===== src/rtl/mips_pipe_pkg.sv =====
// mips_pipe_pkg: shared state type and occupancy helper for elastic pipeline stages
package mips_pipe_pkg;
  typedef enum logic [1:0] {EMPTY, FULL, SKID} pipe_state_t;
  localparam int OCC_W = 2;
  function automatic logic [OCC_W-1:0] occ_of(input pipe_state_t s);
    return s == SKID ? OCC_W'(2) : s == FULL ? OCC_W'(1) : OCC_W'(0);
  endfunction
endpackage


===== src/rtl/pipe_stage_elastic.sv =====
// pipe_stage_elastic: valid/ready pipeline register with two-entry skid, flush and bubble counter
module pipe_stage_elastic
  import mips_pipe_pkg::*;
#(
  parameter int CTRL_W = 4,
  parameter int DATA_W = 69,
  parameter bit CLEAR_DATA = 1'b0,
  parameter int CNT_W = 16
) (
  input  logic              clk,
  input  logic              reset,
  input  logic              in_valid,
  output logic              in_ready,
  input  logic [CTRL_W-1:0] in_ctrl,
  input  logic [DATA_W-1:0] in_data,
  output logic              out_valid,
  input  logic              out_ready,
  output logic [CTRL_W-1:0] out_ctrl,
  output logic [DATA_W-1:0] out_data,
  input  logic              flush,
  output logic [OCC_W-1:0]  occupancy,
  output logic [CNT_W-1:0]  bubble_cnt
);
  pipe_state_t state;
  logic [CTRL_W-1:0] skid_ctrl;
  logic [DATA_W-1:0] skid_data;
  logic in_fire, out_fire;
  // handshake outputs come from registered state only, so ready never depends on out_ready
  assign out_valid = state != EMPTY;
  assign in_ready = state != SKID;
  assign occupancy = occ_of(state);
  assign in_fire = in_valid & in_ready;
  assign out_fire = out_valid & out_ready;
  always_ff @(posedge clk) begin
    if (reset) begin
      state <= EMPTY;
      out_ctrl <= '0;
      out_data <= '0;
      skid_ctrl <= '0;
      skid_data <= '0;
      bubble_cnt <= '0;
    end else begin
      if (out_ready && !out_valid && !(&bubble_cnt)) bubble_cnt <= bubble_cnt + CNT_W'(1);
      if (flush) begin
        state <= EMPTY;
        out_ctrl <= '0;
        skid_ctrl <= '0;
        if (CLEAR_DATA) begin
          out_data <= '0;
          skid_data <= '0;
        end
      end else begin
        case (state)
          EMPTY: if (in_fire) begin
            state <= FULL;
            out_ctrl <= in_ctrl;
            out_data <= in_data;
          end
          FULL: if (in_fire && out_fire) begin
            out_ctrl <= in_ctrl;
            out_data <= in_data;
          end else if (in_fire) begin
            state <= SKID;
            skid_ctrl <= in_ctrl;
            skid_data <= in_data;
          end else if (out_fire) begin
            state <= EMPTY;
          end
          SKID: if (out_fire) begin
            state <= FULL;
            out_ctrl <= skid_ctrl;
            out_data <= skid_data;
          end
          default: state <= EMPTY;
        endcase
      end
    end
  end
endmodule


===== config.mk =====
export PLATFORM = sky130hd
export DESIGN_NAME = pipe_stage_elastic
export DESIGN_NICKNAME = d
export VERILOG_FILES = /design/src/rtl/mips_pipe_pkg.sv /design/src/rtl/pipe_stage_elastic.sv
export SDC_FILE = /design/constraint.sdc
export NUM_CORES = 1
export LEC_CHECK = 0
export ABC_AREA = 0
export CAP_MARGIN = 20
export CORE_ASPECT_RATIO = 1.1
export CORE_UTILIZATION = 35
export DETAILED_ROUTE_END_ITERATION = 7
export PLACE_DENSITY = 0.6
export SLEW_MARGIN = 10
export SYNTH_ARGS = -nofsm -noshare
export SYNTH_HDL_FRONTEND = slang
export SYNTH_SLANG_ARGS = --single-unit

===== constraint.sdc =====
create_clock -name clk -period 2.82 [get_ports clk]
set_clock_uncertainty 0.05 [all_clocks]
set_input_delay 0.423 -clock clk [delete_from_list [all_inputs] [get_ports clk]]
set_output_delay 0.423 -clock clk [all_outputs]
set_load 0.01 [all_outputs]

==> load_flow_metrics.sql <==
INSERT INTO impl_metrics (metric_group, metric, value, unit) VALUES
('sta', 'finalHoldWorstSlack', '401', 'ps'),
('floorplan', 'fp.dieH', '150', 'um'),
('sta', 'fin_crit', '2440', 'ps'),
('setup_path', 'cp_num_cells', '3', ''),
('drt', 'drt_drc_violations_left', '0', ''),
('cells_and_area', 'filler_cell_count', '1873', ''),
('job', 'drv_cap', '0', ''),
('placement', 'finalWeightedCongestion', '0.789', ''),
('grt', 'grt_pass1_vias', '5444', ''),
('logic_synthesis', 'synth-edff-count', '0', ''),
('cells_and_area', 'postLayoutCoreUtil', '0.485', ''),
('setup_path', 'rr_worst_depth', '6', ''),
('setup_path', 'worst-path-max-fanout', '10', ''),
('power_and_ir_drop', 'p_int', '4.08', 'mW'),
('floorplan', 'initial_utilization', '0.360', ''),
('setup_path', 'timing.critical_path.from_type', 'flip-flop', ''),
('setup_path', 'cp_slowest_cell', 'dfxtp_1', ''),
('clock_network', 'ctsResizeCount', '0', ''),
('drt', 'drt_iter0_markers', '299', ''),
('cells_and_area', 'register_area', '0.00328', 'mm^2'),
('clock_network', 'clock_buffer_count_from_cts', '17', ''),
('drt', 'met2WireLength', '8.76', 'mm'),
('setup_path', 'cpPeakStageDelay', '580', 'ps'),
('clock_network', 'clock_sink_count', '164', ''),
('logic_synthesis', 'synthesis.nets', '861', ''),
('clock_network', 'clkLatencyLatePin', '420', 'ps'),
('logic_synthesis', 'synth_warnings', '0', ''),
('power_and_ir_drop', 'pwr-share-seq', '0.460', ''),
('placement', 'placed_cells_incl_taps', '1133', ''),
('placement', 'buffer_ports.inserted', '170', ''),
('drt', 'ant_nets', '0', ''),
('sta', 'fin_tns_setup', '0', 'ps'),
('clock_network', 'ctsLongestPathBuffers', '2', ''),
('setup_path', 'endpoint_kind', 'primary output', ''),
('logic_synthesis', 'synth-seq-cells', '164', ''),
('cells_and_area', 'share_of_layout_cells_above_drive_strength_1', '0.0590', ''),
('setup_path', 'crit_family', 'buffers and inverters', ''),
('min_path', 'worst_hold_path.num_cells', '2', ''),
('drt', 'top_layer_used', 'met4', ''),
('sta', 'max-slew-margin-rel', '0.572', ''),
('drt', 'met3WireLength', '778', 'um'),
('grt', 'grt_first_pass_wirelength', '29.0', 'mm'),
('clock_network', 'tritoncts_clock_tree', 'built', ''),
('power_and_ir_drop', 'total_leakage_power', '3.57', 'nW'),
('floorplan', 'die_area', '0.0204', 'mm^2'),
('drt', 'wirelength_met1', '8.38', 'mm'),
('cells_and_area', 'mostFrequentLayoutCell', 'clkdlybuf4s50_1', ''),
('power_and_ir_drop', 'power.switching', '1.26', 'mW'),
('clock_network', 'cts_hold_repair.buffers', '0', ''),
('drt', 'drt_pre_antenna_iters', '4', ''),
('cells_and_area', 'fin_nets', '984', ''),
('setup_path', 'critical_path.cell_chain', 'nand2b_4 -> inv_1 -> clkdlybuf4s50_1', ''),
('power_and_ir_drop', 'power_density', '571', 'mW/mm^2'),
('drt', 'vias_per_cell', '5.12', ''),
('cells_and_area', 'area_growth', '34.9', '%'),
('power_and_ir_drop', 'p_sw_frac', '0.237', ''),
('placement', 'dp.final_hpwl', '10.9', 'mm'),
('drt', 'post_route_wl', '18.1', 'mm'),
('grt', 'initial_antenna_violation_count', '0', ''),
('cells_and_area', 'post_layout_nonfiller_instances', '1163', ''),
('logic_synthesis', 'yosys_most_used_dff', 'dfxtp_1', ''),
('floorplan', 'die_x', '136', 'um'),
('clock_network', 'clk_pin_slew', '60', 'ps'),
('cells_and_area', 'antenna-diode-count', '0', ''),
('run_status', 'run_status', 'complete, no violations', ''),
('floorplan', 'placement_rows', '53', ''),
('sta', 'worstMarginPinSlew', '643', 'ps'),
('sta', 'timing.final.max_slew_violations', '0', ''),
('grt', 'grt_overflow', '0', ''),
('logic_synthesis', 'synth.lib_cells_used.distinct', '39', ''),
('power_and_ir_drop', 'p_clk_frac', '0.419', '');
per-layer routing:
metal	vias to the layer above	GRT usage
met2	129	0.290
li1	3083	-
met3	11	0.0352
met1	2736	0.239
met4	0	0.0728
met5	-	0
area by class of cell:
type / count / area share
multi-input combinational: 536 / 0.352
sequential: 164 / 0.351
timing repair buffer: 182 / 0.202
clock buffer: 20 / 0.0488
tap: 247 / 0.0330
clock inverter: 10 / 0.0116
inverter: 4 / 0.00187
logic make-up after synthesis:
logic type / after synthesis / synth area share
fa+ha+maj: 1 / 0.00180
mux: 75 / 0.109
compound gates: 244 / 0.221
buf+inv: 82 / 0.0559
simple gates: 216 / 0.140
flops: 164 / 0.473
stage by stage:
step | instance area (um^2) | total power, mW | worst slack [ps]
global placement | 8790 | 3.16 | 459
CTS | 9360 | 5.42 | 338
floorplan | 6940 | 2.80 | 1070
finish | 9360 | 5.34 | 385
detailed placement | 8790 | 3.16 | 436
global route | 9360 | 5.58 | 241
cells in the mapped netlist, drive strengths merged (4+ instances only):
| master | number | share of area |
|---|---|---|
| dfxtp | 164 | 0.47 |
| nand2 | 154 | 0.084 |
| a21oi | 153 | 0.11 |
| a311oi | 73 | 0.092 |
| mux2i | 73 | 0.11 |
| clkbuf | 45 | 0.024 |
| buf | 33 | 0.029 |
| nor2 | 15 | 0.0081 |
| o31ai | 9 | 0.0097 |
| or4 | 9 | 0.0097 |
| nand3 | 6 | 0.0043 |
| nand4 | 6 | 0.0076 |
| nor2b | 5 | 0.0049 |
| and3 | 4 | 0.0036 |
| inv | 4 | 0.0022 |
| o21ai | 4 | 0.0029 |
sequential cells by signal (all words and copies together) (netlist names):
signal	cells
out_data	69
state	2
bubble_cnt	16
skid_data	69
skid_ctrl	4
out_ctrl	4
power groups by stage:
stage	registers, mW	logic, mW	clock network, mW
final	2.46	0.648	2.24
after global routing	2.47	0.706	2.41
after CTS	2.46	0.655	2.31
after detailed placement	2.51	0.654	0
after global placement	2.51	0.648	0
after floorplan	2.53	0.267	0
worst paths after layout:
path                                   start                     endpoint  slack, ps
setup / recovery       state[1]$_SDFFE_PP0P_                 occupancy[1]        380
hold / removal    skid_data[64]$_SDFFE_PP0P_   skid_data[64]$_SDFFE_PP0P_        400
setup reg to reg  bubble_cnt[0]$_SDFFE_PP0P_  bubble_cnt[15]$_SDFFE_PP0P_        830
hold reg to reg   skid_data[64]$_SDFFE_PP0P_   skid_data[64]$_SDFFE_PP0P_        400
worst min-delay path, cell delays in order, from the launching register on:
cell and delay [ps]:
dfxtp_1 300, nand2_1 50, a21oi_1 50
(Power assumes the default switching activity.)
